==> src/rtl/newhope_pkg.sv <==
// newhope_pkg: constants, state type and bit-index helper shared by the
// NewHope message encoder blocks.
package newhope_pkg;

  localparam int NEWHOPE_Q      = 12289;
  localparam int NEWHOPE_HALF_Q = 6144;

  localparam int MSG_BITS  = 256;
  localparam int MSG_WORDS = 8;

  localparam logic [7:0] MSG_LAST_BIT  = 8'(MSG_BITS - 1);
  localparam logic [2:0] MSG_LAST_WORD = 3'(MSG_WORDS - 1);

  typedef enum logic [1:0] {
    IDLE  = 2'd0,
    FETCH = 2'd1,
    RUN   = 2'd2
  } enc_state_e;

  // Position inside a 32-bit message word of message bit b (low five bits):
  // byte k = b[4:3], bit j = b[2:0] LSB-first, stored at index 8k + 7 - j.
  function automatic logic [4:0] msg_bit_index(input logic [4:0] b_lo);
    return {b_lo[4:3], ~b_lo[2:0]};
  endfunction

endpackage

==> src/rtl/msg_word_buf.sv <==
// msg_word_buf: holds the message word being encoded and selects one bit.
// On a capture cycle the incoming word is used directly so the first bit of
// a word is available in the same cycle the word is loaded.
module msg_word_buf
  import newhope_pkg::*;
(
  input  logic        clk,
  input  logic        rst,
  input  logic        capture_i,
  input  logic [0:31] word_i,
  input  logic [4:0]  bit_idx_i,
  output logic        bit_o
);

  logic [0:31] word_q;
  logic [4:0]  idx_s;

  assign idx_s = msg_bit_index(bit_idx_i);

  // Word register: reload on the first write of each message word.
  always_ff @(posedge clk) begin
    if (!rst) begin
      word_q <= '0;
    end else if (capture_i) begin
      word_q <= word_i;
    end else begin
      word_q <= word_q;
    end
  end

  // Bit select: bypass the register while it is being loaded.
  always_comb begin
    bit_o = 1'b0;
    if (capture_i) begin
      bit_o = word_i[idx_s];
    end else begin
      bit_o = word_q[idx_s];
    end
  end

endmodule

==> src/rtl/poly_msg_encoder.sv <==
// poly_msg_encoder: expands a 256-bit message into N/256 copies of a
// polynomial (HALF_Q per 1 bit, 0 per 0 bit), one copy pair per cycle through
// the two polynomial RAM write ports. Message words are prefetched so there
// are no stalls at word boundaries.
// Optional feature: define POLY_ENC_ABORT_EN to add the 'abort' input.
module poly_msg_encoder
  import newhope_pkg::*;
#(
  parameter int N      = 512,
  parameter int COEF_W = 16,
  parameter int HALF_Q = NEWHOPE_HALF_Q,
  parameter int ADDR_W = $clog2(N)
) (
  input  logic              clk,
  input  logic              rst,
  input  logic              start,
  output logic              busy,
  output logic              done,
  output logic [2:0]        byte_addr,
  input  logic [0:31]       byte_do,
  output logic              poly_wea,
  output logic              poly_web,
  output logic [ADDR_W-1:0] poly_addra,
  output logic [ADDR_W-1:0] poly_addrb,
  output logic [COEF_W-1:0] poly_dia,
  output logic [COEF_W-1:0] poly_dib
`ifdef POLY_ENC_ABORT_EN
  ,
  input  logic              abort
`endif
);

  // Pair counter reaches this value on the last copy pair of a bit.
  localparam logic [0:0] LAST_PAIR = 1'(N / 512 - 1);

  enc_state_e        state_q;
  logic [7:0]        bit_q;
  logic [0:0]        pair_q;
  logic              busy_q;
  logic              done_q;
  logic              we_q;
  logic [2:0]        byte_addr_q;
  logic [ADDR_W-1:0] addra_q;
  logic [ADDR_W-1:0] addrb_q;
  logic [COEF_W-1:0] data_q;

  logic              active_s;
  logic              capture_s;
  logic              msg_bit_s;
  logic              last_pair_s;
  logic              abort_s;
  logic [2:0]        next_word_s;
  logic [ADDR_W-1:0] addra_s;
  logic [ADDR_W-1:0] addrb_s;
  logic [COEF_W-1:0] data_s;

`ifdef POLY_ENC_ABORT_EN
  assign abort_s = abort;
`else
  assign abort_s = 1'b0;
`endif

  assign active_s    = (state_q == FETCH) || (state_q == RUN);
  assign capture_s   = active_s && (bit_q[4:0] == 5'd0) && (pair_q == 1'b0);
  assign last_pair_s = (pair_q == LAST_PAIR);
  // Copy 2c sits at b + 512c, copy 2c+1 at b + 512c + 256.
  assign addra_s     = ADDR_W'({pair_q, 1'b0, bit_q});
  assign addrb_s     = ADDR_W'({pair_q, 1'b1, bit_q});

  msg_word_buf u_word_buf (
    .clk       (clk),
    .rst       (rst),
    .capture_i (capture_s),
    .word_i    (byte_do),
    .bit_idx_i (bit_q[4:0]),
    .bit_o     (msg_bit_s)
  );

  // Coefficient value and the prefetch address of the following word.
  always_comb begin
    data_s      = '0;
    next_word_s = MSG_LAST_WORD;
    if (msg_bit_s) begin
      data_s = COEF_W'(HALF_Q);
    end else begin
      data_s = '0;
    end
    if (bit_q[7:5] == MSG_LAST_WORD) begin
      next_word_s = MSG_LAST_WORD;
    end else begin
      next_word_s = bit_q[7:5] + 3'd1;
    end
  end

  // Job FSM, bit/pair counters and registered write port outputs.
  always_ff @(posedge clk) begin
    if (!rst) begin
      state_q     <= IDLE;
      bit_q       <= 8'd0;
      pair_q      <= 1'b0;
      busy_q      <= 1'b0;
      done_q      <= 1'b0;
      we_q        <= 1'b0;
      byte_addr_q <= 3'd0;
      addra_q     <= '0;
      addrb_q     <= '0;
      data_q      <= '0;
    end else begin
      done_q  <= 1'b0;
      we_q    <= 1'b0;
      addra_q <= '0;
      addrb_q <= '0;
      data_q  <= '0;
      case (state_q)
        IDLE: begin
          byte_addr_q <= 3'd0;
          bit_q       <= 8'd0;
          pair_q      <= 1'b0;
          // The done cycle is still part of the previous job.
          if (start && !done_q) begin
            state_q <= FETCH;
            busy_q  <= 1'b1;
          end else begin
            state_q <= IDLE;
            busy_q  <= 1'b0;
          end
        end
        FETCH, RUN: begin
          if (abort_s) begin
            state_q     <= IDLE;
            busy_q      <= 1'b0;
            byte_addr_q <= 3'd0;
            bit_q       <= 8'd0;
            pair_q      <= 1'b0;
          end else begin
            we_q    <= 1'b1;
            addra_q <= addra_s;
            addrb_q <= addrb_s;
            data_q  <= data_s;
            if (capture_s) begin
              byte_addr_q <= next_word_s;
            end else begin
              byte_addr_q <= byte_addr_q;
            end
            if (!last_pair_s) begin
              pair_q  <= pair_q + 1'b1;
              state_q <= RUN;
            end else if (bit_q == MSG_LAST_BIT) begin
              pair_q      <= 1'b0;
              bit_q       <= 8'd0;
              state_q     <= IDLE;
              busy_q      <= 1'b0;
              done_q      <= 1'b1;
              byte_addr_q <= 3'd0;
            end else begin
              pair_q  <= 1'b0;
              bit_q   <= bit_q + 8'd1;
              state_q <= RUN;
            end
          end
        end
        default: begin
          state_q <= IDLE;
          busy_q  <= 1'b0;
        end
      endcase
    end
  end

  assign busy       = busy_q;
  assign done       = done_q;
  assign byte_addr  = byte_addr_q;
  assign poly_wea   = we_q;
  assign poly_web   = we_q;
  assign poly_addra = addra_q;
  assign poly_addrb = addrb_q;
  assign poly_dia   = data_q;
  assign poly_dib   = data_q;

endmodule

==> config.mk <==
export PLATFORM = sky130hd
export DESIGN_NAME = poly_msg_encoder
export DESIGN_NICKNAME = d
export VERILOG_FILES = /design/src/rtl/newhope_pkg.sv /design/src/rtl/msg_word_buf.sv /design/src/rtl/poly_msg_encoder.sv
export SDC_FILE = /design/constraint.sdc
export NUM_CORES = 1
export LEC_CHECK = 0
export BUFFER_PORTS_ARGS = -buffer_cell sky130_fd_sc_hd__buf_2
export CORE_UTILIZATION = 56
export CTS_CLUSTER_SIZE = 10
export DETAILED_ROUTE_END_ITERATION = 16
export PLACE_DENSITY = 0.85
export SYNTH_ARGS = -nofsm -noshare
export SYNTH_HDL_FRONTEND = slang
export SYNTH_HIERARCHICAL = 1
export SYNTH_SLANG_ARGS = --single-unit
==> constraint.sdc <==
create_clock -name clk -period 4.1 [get_ports clk]
set_clock_uncertainty 0.15 [all_clocks]
set_input_delay 0.41 -clock clk [delete_from_list [all_inputs] [get_ports clk]]
set_output_delay 0.41 -clock clk [all_outputs]
set_load 0.005 [all_outputs]
# Yosys cells after proc, flatten, opt, wreduce, memory -nomap -nowiden
# Cells that the tools add are included.
[op_classes]
addsub = 3
n_mul = 0
div = 0
order_cmp = 1
n_eq_ne = 6
n_shift = 0
mux = 29
n_bitwise = 5
n_reduce_logical = 13
[op_table]
columns = ["cell", "count"]
rows = [
  ["two-way mux 8 bit", 2],
  ["case mux 8 bit (2 select lines)", 1],
  ["two-way mux 13 bit", 1],
  ["two-way mux 1 bit", 12],
  ["two-way mux 3 bit", 4],
  ["binary-select mux 1 bit (select 5 bit)", 2],
  ["two-way mux 9 bit", 1],
  ["adder 8 x 1 -> 8 bit (second input constant)", 1],
  ["== test 8 bit (second input constant)", 1],
  ["greater-or-equal comparator 6 bit (second input constant)", 1],
  ["inverter 5 -> 6 bit", 1],
  ["case mux 3 bit (2 select lines)", 1],
  ["AND reduction 2 bit", 3],
  ["logical NOT 5 bit", 1],
  ["two-way mux 2 bit", 2],
  ["!= test 2 bit (second input constant)", 2],
  ["case mux 1 bit (2 select lines)", 2],
  ["case mux 2 bit (2 select lines)", 1],
  ["adder 3 x 1 -> 3 bit (second input constant)", 1],
  ["== test 3 bit (second input constant)", 1],
  ["logical AND 1 bit", 3],
  ["inverter 1 bit", 3],
  ["inverter 3 bit", 1],
  ["OR reduction 3 bit", 1],
  ["other kinds (8)", 8],
]
[word_totals]
regBits = 75
latch_bits = 0
ramBits = 0
romBits = 0
input_bits = 35
out_inout_bits = 57
elab_cells = 69
n_memories = 0

# Depth between registers and ports, before layout
# Gate-level depths: netlist (run 1).
[depth]
ltp_word = 8
mapped_depth = 10
mapped_depth_nobuf = 9

# Modules after synthesis
# The synthesis (run 1) kept the hierarchy.
[modules_own_cells]
columns = ["module", "instances", "cells_each", "area_per_inst_um2", "seq_area_each_um2"]
rows = [
  ["msg_word_buf", 1, 143, 1798.0, 640.6],
  ["poly_msg_encoder", 1, 154, 1398.8, 500.5],
]

# Worst setup path after synthesis (run 1)
# No wires, ideal clock.
[synth_path]
path_type = "reg2reg"
from = "register bit_q[0]"
to = "register data_q[11] (netlist: poly_dia[11])"
arrival_ps = 1973
setup_slack_ps = 1861
stages_incl_launch_ff = 9
n_path_buf = 2
cell_sequence = "dfxtp_1 buf_6 buf_12 mux4_2 mux2i_1 nor3_1 a2111oi_1 a311oi_1 and3_1"
[synth_between]
elab_chain_len = 7
[synth_lines]
columns = ["item", "line", "rtl"]
rows = [
  ["start: declaration", "poly_msg_encoder.sv:37", "logic [7:0] bit_q;"],
  ["start signal: assignment", "poly_msg_encoder.sv:157", "bit_q <= bit_q + 8'd1;"],
  ["inverter 3 bit", "newhope_pkg.sv:23", "return {b_lo[4:3], ~b_lo[2:0]};"],
  ["inverter 5 -> 6 bit (implied by the code)", "msg_word_buf.sv:35, msg_word_buf.sv:37", ""],
  ["binary-select mux 1 bit (select 5 bit), on equally long branches", "msg_word_buf.sv:37, msg_word_buf.sv:35", ""],
  ["two-way mux 1 bit, on equally long branches (2 in a row)", "msg_word_buf.sv:37, msg_word_buf.sv:35", ""],
  ["two-way mux 1 bit (*)", "msg_word_buf.sv:34", "if (capture_i) begin"],
  ["via msg_bit_s", "poly_msg_encoder.sv:49", "logic msg_bit_s;"],
  ["two-way mux 13 bit (*)", "poly_msg_encoder.sv:83", "if (msg_bit_s) begin"],
  ["end signal: assignment", "poly_msg_encoder.sv:139", "data_q <= data_s;"],
  ["end: declaration", "poly_msg_encoder.sv:45", "logic [COEF_W-1:0] data_q;"],
]
# The timed path passes the listed nets; every way through them passes the cells marked *. The select of a mux whose other input is x is not followed.
# A chain may end at the register's enable or synchronous reset.

# Worst setup path after layout (run 1)
[layout_path]
from = "register bit_q[0]"
to = "register data_q[11] (netlist: poly_dia[11])"
[layout_rtl]
columns = ["item", "line", "rtl"]
rows = [
  ["logical NOT 5 bit", "poly_msg_encoder.sv:64", "assign capture_s = active_s && (bit_q[4:0] == 5'd0) && (pair_q == 1'b0);"],
  ["logical AND 1 bit (2 in a row)", "poly_msg_encoder.sv:64", ""],
  ["via capture_s", "poly_msg_encoder.sv:48", "logic capture_s;"],
  ["two-way mux 1 bit", "msg_word_buf.sv:34", ""],
  ["via msg_bit_s", "poly_msg_encoder.sv:49", ""],
  ["two-way mux 13 bit", "poly_msg_encoder.sv:83", ""],
]
# The timed path passes the listed nets, and every way through them passes these cells. The select of a mux whose other input is x is not followed.

==> out/results.txt, run 1 <==
For the pin with the worst max-slew slack, the measured transition is 1.07 ns. The number of flip-flops and latches in the synthesized netlist was 57; the clock input transition at the sequential cells of the worst setup and hold paths was 0.07 ns. The growth of design area from synthesis to finish came out at 8.65%. The filler cells instantiated in the layout total 472. STA puts the critical path data arrival time at 2.93 ns. The run gives 0 as the post-CTS setup buffer count. After detailed routing, the number of remaining DRC violations is 0. The tools report the beginning of the worst register-to-register path as bit_q[0]. The via count of the first global-routing pass came out at 2,155. The worst reg2reg path endpoint was poly_dia[11]. The area taken by multi-input logic gates was 1690 sq um; the total number of nets in the final design was 380. STA puts the critical path data required time at 4.19 ns. The routed via count is 2,246, and the fraction of final layout cells sized beyond drive strength 1 is 0.272. After clock tree synthesis, the repair step resized 0 gates. The worst setup path is launched from a register. The logs give 0 for the number of antenna violations at the first check in global routing and 0 for the count of nets left with antenna violations after detail routing.

The commonest register cell after synthesis was dfxtp_1. The area of the die came out at 6010 sq um. Entering global routing, the biggest net connects 55 pins.

For this design the static power due to leakage is 1.48 nW. The final count of hold timing violations is 0, and the global-route wire length before repair is 9860 um. The run gives 3470 sq um as the final standard cell area without fillers. The tools report the met3 layer wire length in the routed design as 356 um. The proportion of synthesized chip area in sequential cells is 0.357, and the starting utilization of the core area is 0.581.

The floorplan step set the die height to 77.6 um. Number of buffers inserted during clock tree synthesis: 9. STA classifies the critical path endpoint as a register. The power density normalized to cell area came out at 404 nW/um^2. Input and output buffers added on the ports amount to 62.

After routing, the total negative slack on setup checks comes to 0 ns. Setup violations remaining at the end of the flow were counted as 0. The antenna diode count is 0, and the clock period minus final worst setup slack is 2.83 ns.

In the final routed layout, each cell accounts on average for 14.0 um. The launch instance of the worst min-delay path was start. Max-cap violations in this run came to 0. The instance count of the mapped netlist was 297; the number of DRC markers in iteration 0 was 202.

The mean area per synthesized cell came out at 10.8 sq um. In this run the number of cells on the critical path is 7. In this run the worst hold path is classified as input pin to register.

Among cell families on the critical path, the largest total delay comes from simple AND/OR/NAND/NOR gates. The kind of critical path is register to register. The master of the slowest instance on the critical path was dfxtp_1.

The clock latency on the worst-skew pair is 0.35 ns, and the maximum cell stage delay along the critical path is 0.62 ns. The tools report the internal power contribution as 1.02 mW. The critical path goes through inv_1 > ha_1 > nand4bb_1 > nor2_4 > buf_4 > a311oi_1 > and3_1. The H-tree generated during clock tree synthesis spans 3 levels. The logs give 0.631 for the fraction of the core area covered by cells at the end of the flow and 6 for the synthesis warning total.

After detailed routing, the wire length on met1 is 2520 um. The tools report the total grt overflow as 0. Clock tree synthesis found a total of 57 sinks. The critical path startpoint is bit_q[0]. Count of hold buffers inserted by post-cts repair: 0. The number of cells on the worst reg-to-reg path came out at 7. After legalization and detailed placement, the total HPWL measured 3990 um. Summing all flip-flop and latch instances after layout gives 1140 sq um. The tightest slew margin relative to the limit is 0.289, and the placeable core area is 5510 sq um. The detailed-routed wire length on met2 was 2830 um; the final number of max-transition violations was 0.

Summed over all nets, the switching power comes to 387 uW. Setup repair after global routing left no endpoint under its margin. Share of flip-flops with an asynchronous set or reset after synthesis: 0.

The pre-antenna-repair detailed-routing pass consisted of 4 iterations. In this run the register-to-register setup slack is 1.27 ns. The part of the cycle the worst path needs was 0.691; the weighted congestion at the end of routability-driven global placement was 0.838. The count of cell types in the netlist is 41, and the maximum VDD drop is 0.278 mV.

Of all nets on the critical path, the largest fanout is 20. The part of the total power dissipated in sequential elements is 0.449. In this run the horizontal extent of the chip is 77.6 um. After detailed routing, the number of vias per cell comes to 5.39.

The CTS root buffer is clkbuf_8. The routed design has 5850 um of wire. The tools report the overall routing resource usage as 0.213. The worst hold path terminates at state_q[0]. The combinational share of power was 0.170. The cell area after placement was 3270 sq um; the number of top-level pins was 92. The switching share of power is 0.276, and the placement row count is 27.

After detailed routing, no signal wire sits above met4. The clock passes through at most 2 buffers. The achievable clock frequency was 353 MHz. Counting flops with a built-in enable in the synthesized netlist gives 0. The flow ran to the end, and the final reports show no timing, DRC or antenna violations. TritonCTS built the clock tree.

The cell area that synthesis handed to floorplanning was 3200 sq um. The combined buffer and inverter count along the critical path is 2, and the clock network fraction of total power is 0.381. The worst hold path depth was 3.
-- cells in the final DEF (no fill, tap or decap), types with 7 or more instances in the layout --
| cell | Yosys | routed |
|---|---|---|
| buf_2 | 0 | 62 |
| inv_1 | 8 | 8 |
| mux2i_1 | 39 | 39 |
| mux4_2 | 7 | 7 |
| nor2b_1 | 34 | 34 |
| mux4_1 | 9 | 9 |
| conb_1 | 1 | 29 |
| and3_1 | 8 | 8 |
| clkbuf_8 | 0 | 10 |
| nand2_1 | 10 | 10 |
| nand3_1 | 9 | 9 |
| dfxtp_1 | 57 | 57 |
-- sequential cells by signal, indices dropped and copies added (netlist names) --
register           flops
u_word_buf/word_q     32
done                   1
byte_addr              3
state_q                2
poly_wea               1
poly_dia               1
poly_addrb             8
busy                   1
bit_q                  8
-- logic make-up (layout without fill, tap and decap cells) --
| group | count (synthesis) | count (layout) | synth area share |
|---|---|---|---|
| simple gates | 80 | 80 | 0.148 |
| buf+inv | 67 | 87 | 0.150 |
| mux | 57 | 57 | 0.252 |
| flops | 57 | 57 | 0.357 |
| compound gates | 27 | 27 | 0.0642 |
| fa+ha+maj | 5 | 5 | 0.0196 |
| xor+xnor | 3 | 3 | 0.00822 |
| other cells | 1 | 29 | 0.00117 |
-- worst max-delay path by stage --
stage,endpoint
2_1_floorplan,poly_dia[11]
3_3_place_gp,poly_dia[11]
3_5_place_dp,poly_dia[11]
4_1_cts,poly_dia[11]
5_1_grt,poly_dia[11]
6_report,poly_dia[11]
-- power by group through the flow --
stage / combinational [mW] / sequential [mW] / clock (mW)
after floorplan: 0.230 / 0.625 / 0
after global placement: 0.231 / 0.638 / 0
after detailed placement: 0.237 / 0.641 / 0
after CTS: 0.239 / 0.629 / 0.544
after global routing: 0.265 / 0.634 / 0.569
final: 0.239 / 0.629 / 0.534
-- metrics by stage --
step	power [mW]	setup slack [ns]	hold slack, ns	cells
after floorplan	0.854	1.86	0.289	325
after global placement	0.869	1.36	0.296	401
after detailed placement	0.877	1.28	0.291	401
after CTS	1.41	1.25	0.145	417
after global routing	1.47	1.02	0.164	417
final	1.40	1.27	0.157	417
-- layer usage --
layer / vias up / GRT usage
met5: - / 0
li1: 1076 / -
met4: 0 / 0.132
met3: 13 / 0.0541
met2: 103 / 0.345
met1: 1054 / 0.252
-- cells in the mapped netlist (2+ instances only) --
library cell / instances / area share
mux4_2: 7 / 0.049
mux4_1: 9 / 0.074
a21oi_1: 5 / 0.0078
nor2b_1: 34 / 0.067
buf_6: 6 / 0.021
xor2_1: 2 / 0.0055
o211ai_1: 2 / 0.0047
mux2i_1: 39 / 0.12
or3_1: 3 / 0.0059
nand2_1: 10 / 0.012
o31ai_1: 3 / 0.0070
o21ai_0: 5 / 0.0078
mux2_2: 2 / 0.0070
nor2_1: 6 / 0.0070
a221oi_2: 2 / 0.0094
nor3_1: 2 / 0.0031
ha_1: 5 / 0.020
inv_1: 8 / 0.0094
nand3_1: 9 / 0.014
dfxtp_1: 57 / 0.36
a211oi_1: 3 / 0.0070
and3_1: 8 / 0.016
buf_4: 43 / 0.10
clkbuf_1: 8 / 0.0094
o41a_1: 3 / 0.011
-- cell type report --
type                       instances  share of cell area
multi-input combinational        201               0.487
sequential                        57               0.329
timing repair buffer              63              0.0915
clock buffer                      10              0.0396
tap                               72              0.0259
clock inverter                     6              0.0191
inverter                           8             0.00865
-- tightest hold or removal path: stages --
cell and delay, ns:
buf_2 0.10, nand2_1 0.06, nor3_1 0.05
No activity file was read; power rests on OpenSTA's default activity.
==> run 2: changes to the inputs <==
--- a/config.mk
+++ b/config.mk
@@ -5,11 +5,12 @@
 export SDC_FILE = /design/constraint.sdc
 export NUM_CORES = 1
 export LEC_CHECK = 0
+export ABC_AREA = 1
 export BUFFER_PORTS_ARGS = -buffer_cell sky130_fd_sc_hd__buf_2
-export CORE_UTILIZATION = 56
+export CORE_UTILIZATION = 47
 export CTS_CLUSTER_SIZE = 10
 export DETAILED_ROUTE_END_ITERATION = 16
-export PLACE_DENSITY = 0.85
+export PLACE_DENSITY = 0.77
 export SYNTH_ARGS = -nofsm -noshare
 export SYNTH_HDL_FRONTEND = slang
 export SYNTH_HIERARCHICAL = 1
==> constraint.sdc (replaced) <==
create_clock -name clk -period 2.4 [get_ports clk]
set_clock_uncertainty 0.15 [all_clocks]
set_input_delay 0.24 -clock clk [delete_from_list [all_inputs] [get_ports clk]]
set_output_delay 0.24 -clock clk [all_outputs]
set_load 0.005 [all_outputs]
==> run 2 against run 1 <==
- the run now ends with negative hold slack left
- register-to-register slack worse by 0.84 ns
- clock power up 67%
- sequential power up 76%
- non-clock buffer count up 14
- setup slack worse by 0.84 ns
- wire length up 22%
- maximum frequency up 44%
- global-route usage down 0.28 points
- final cell count up 40%
- first-iteration DRC count up 13%
==> out/results.txt, run 2 <==
The run finished, with violations left. The checks that failed: negative hold slack. The fraction of final layout cells sized beyond drive strength 1 was 0.199. The worst setup path is captured at a register. Dividing the detail-routed via count by the number of cells gives 5.00.

The run gives -0.0000563 ns as the final worst hold slack. In this run the power density over the cells is 723 nW/um^2. Maximum cell stage delay along the critical path: 0.43 ns. Counting both buffers and inverters, the worst setup path holds a total of 4. The port buffer count was 62; the cell count after placement was 559. Ranked by total cell area, the synthesized netlist is headed by dfxtp_1, nand2_1, buf_4, nor2_1, nand3_1. For this run, design rule violations remaining after detail routing come to 0.

The register with the most flip-flops in the layout has 32 of them. Maximum fanout encountered on the critical timing path: 33. The master of the slowest instance on the critical path is inv_2. The finished layout holds 585 standard cells, fillers aside. Counting instances in the post-synthesis netlist gives the leading cell types as nand2_1, nor2_1, dfxtp_1, nand3_1, buf_4.

Entering global routing, the biggest net connects 36 pins. The number of clock buffers added by TritonCTS is 9. u_word_buf/word_q holds more flip-flops than any other register.

Timing analysis after detailed placement gives a worst setup slack of 0.447 ns. Number of top-level pins: 92. The first TritonRoute pass finished after 5 iterations. The tree is rooted in a clkbuf_8. The H-tree was split into 3 levels. Row generation in the floorplan step produced 29 rows. The starting utilization of the core area is 0.488, and the total number of nets in the final design is 543.

Summed over all layers, the routed wires come to 7120 um. The post-route worst setup slack is 0.425 ns. Once the clock tree was built, the resizer swapped 0 gates to a different size. The mean area per synthesized cell was 6.91 sq um. The post-CTS setup buffer count is 0. Fill cells in the final layout number 614. The die span in x works out to 83.5 um. Traced cell by cell, the critical path runs through inv_1 > ha_1 > nand4_1 > inv_1 > inv_2 > nand3_1 > nand2_1 > inv_1 > nor2_1. The critical path in this run is classified as register to register. The most frequently used cell type in the post-synthesis netlist is nand2_1. The logs give 0.366 for the proportion of synthesized chip area in sequential cells and 0.34 ns for the clock latency on the worst-skew pair. The global-route wire length before repair came out at 11,900 um.

During synthesis, Yosys emitted a total of 6 warnings. The logs give 228 for the number of DRC markers in iteration 0 and 6390 sq um for the placeable core area. The maximum count of clock buffers along a single path is 2, and the chip height is 83.5 um.

The HPWL reported at the end of detailed placement is 4700 um. The tools report the count of cell types in the netlist as 30. Leaving out fill and tap cells, the most frequent cell in the layout is nand2_1. Subtracting the final worst setup slack from the clock period gives 1.97 ns. The share of flip-flops with an asynchronous set or reset after synthesis came out at 0. CTS saw 57 sinks. Routed via count: 2,925. The number of flip-flops and latches in the synthesized netlist is 57.

The tools report the tightest slew margin relative to the limit as 0.614. Setup violations remaining at the end of the flow were counted as 0. The count of flip-flops with a built-in enable after synthesis is 0. The critical path required time is 2.52 ns, and the share of Yosys cell area claimed by the top area cell type is 0.366.

For the via count of the first global-routing pass, the log shows 2,623. The die covers 6960 sq um. At the end of routability-driven placement, the weighted congestion stood at 0.831.

The cell area after placement came out at 3200 sq um. Of all cell types, the one taking the most synthesized area is dfxtp_1. In this run the static leakage power is 1.70 nW. For the final number of max-transition violations, the log shows 0.

TritonCTS built the clock tree. The achievable clock frequency came out at 506 MHz. The arrival time at the worst endpoint was 2.09 ns. The library cells used most frequently in the layout, excluding fill and tap cells, are nand2_1, nor2_1, buf_2. The max-capacitance violation count came out at 0. The total overflow left after global routing is 0. Cell type with the highest occurrence count on the critical path: inv_1.

Once layout is done, the placed cells without fillers occupy 3490 sq um. The final count of hold timing violations came out at 1. The average routed wire per standard cell is 12.2 um, and the number of antenna violations at the first check in global routing is 0.

The min-delay analysis places its worst path in the category input pin to register. The maximum VDD drop came out at 0.434 mV. Clock-pin slew was measured on the worst setup and hold paths at 0.06 ns. The sort of element at the start of the critical path was a register.

The kind of cell adding the most delay to the critical path was buffers and inverters. Relative to the synthesized area, the layout overhead comes to 12.0%. The fraction of the core area covered by cells at the end of the flow is 0.547, and the slew at the pin closest to its max-slew limit is 0.578 ns. The run gives 0.210 as the overall routing resource usage. For this run, the leading register cell type out of synthesis is dfxtp_1.

The antenna diode count is 0, and the total negative setup slack is 0 ns. The synthesized cell area was 3120 sq um. Setup repair after global routing left no endpoint under its margin. For this design, the CTS-stage hold fixing added 10 buffers. The part of the cycle the worst path needs works out to 0.823. Once detail routing completed, the nets flagged for antenna violations numbered 0. The instance count of the mapped netlist is 451.
run 2: logic make-up after synthesis:
kind of cell             count (synthesis)  share of synthesized area
AO/OA/AOI/OAI                           46                     0.0762
flip-flops                              57                      0.366
other                                    1                    0.00120
AND/OR/NAND/NOR                        252                      0.349
buffers and inverters                   88                      0.182
adder cells (fa/ha/maj)                  5                     0.0201
XOR/XNOR                                 2                    0.00562
run 2: worst paths after layout:
kind          startpoint                    end  slack [ns]  depth (start not counted)
max reg2reg   state_q[0]           poly_dia[11]        0.43                          9
max           state_q[0]           poly_dia[11]        0.43                          9
min          byte_do[14]  u_word_buf/word_q[14]    -0.00006                          3
min reg2reg         done             state_q[0]        0.31                          1
run 2: stage by stage:
step / power, mW / hold slack [ns]
finish: 2.53 / -0.0000563
global placement: 1.62 / 0.283
detailed placement: 1.63 / 0.292
floorplan: 1.56 / 0.225
CTS: 2.53 / 0.000264
global route: 2.67 / 0.00186
run 2: where the power goes:
group	leakage (nW)	internal (mW)	total (mW)	switching (mW)
Clock	0.102	0.500	0.892	0.392
Combinational	1.13	0.187	0.525	0.339
Sequential	0.466	1.05	1.11	0.0556
Total	1.70	1.74	2.53	0.786
run 2: cell type report:
type	instances	area [sq um]	area share
clock buffers	10	138	0.0394
well taps	77	96.3	0.0276
flip-flops and latches	57	1140	0.327
clock inverters	6	57.6	0.0165
repair buffers	77	448	0.128
multi-input cells	334	1520	0.434
inverters	24	97.6	0.0279
run 2: metal layers:
metal / GRT usage / share of wire / vias to the layer above / routed length, um
met3: 0.0504 / 0.065 / 14 / 466
met4: 0.0770 / 0.018 / 0 / 129
met1: 0.273 / 0.46 / 1316 / 3260
met2: 0.341 / 0.46 / 122 / 3260
met5: 0 / 0 / - / 0
li1: - / - / 1473 / -
run 2: worst register-to-register path, stage by stage, from the launching register on:
cell and delay (ns):
dfxtp_1 0.34, inv_1 0.05, ha_1 0.36, nand4_1 0.16, inv_1 0.08, inv_2 0.43, nand3_1 0.14, nand2_1 0.09
inv_1 0.04, nor2_1 0.08
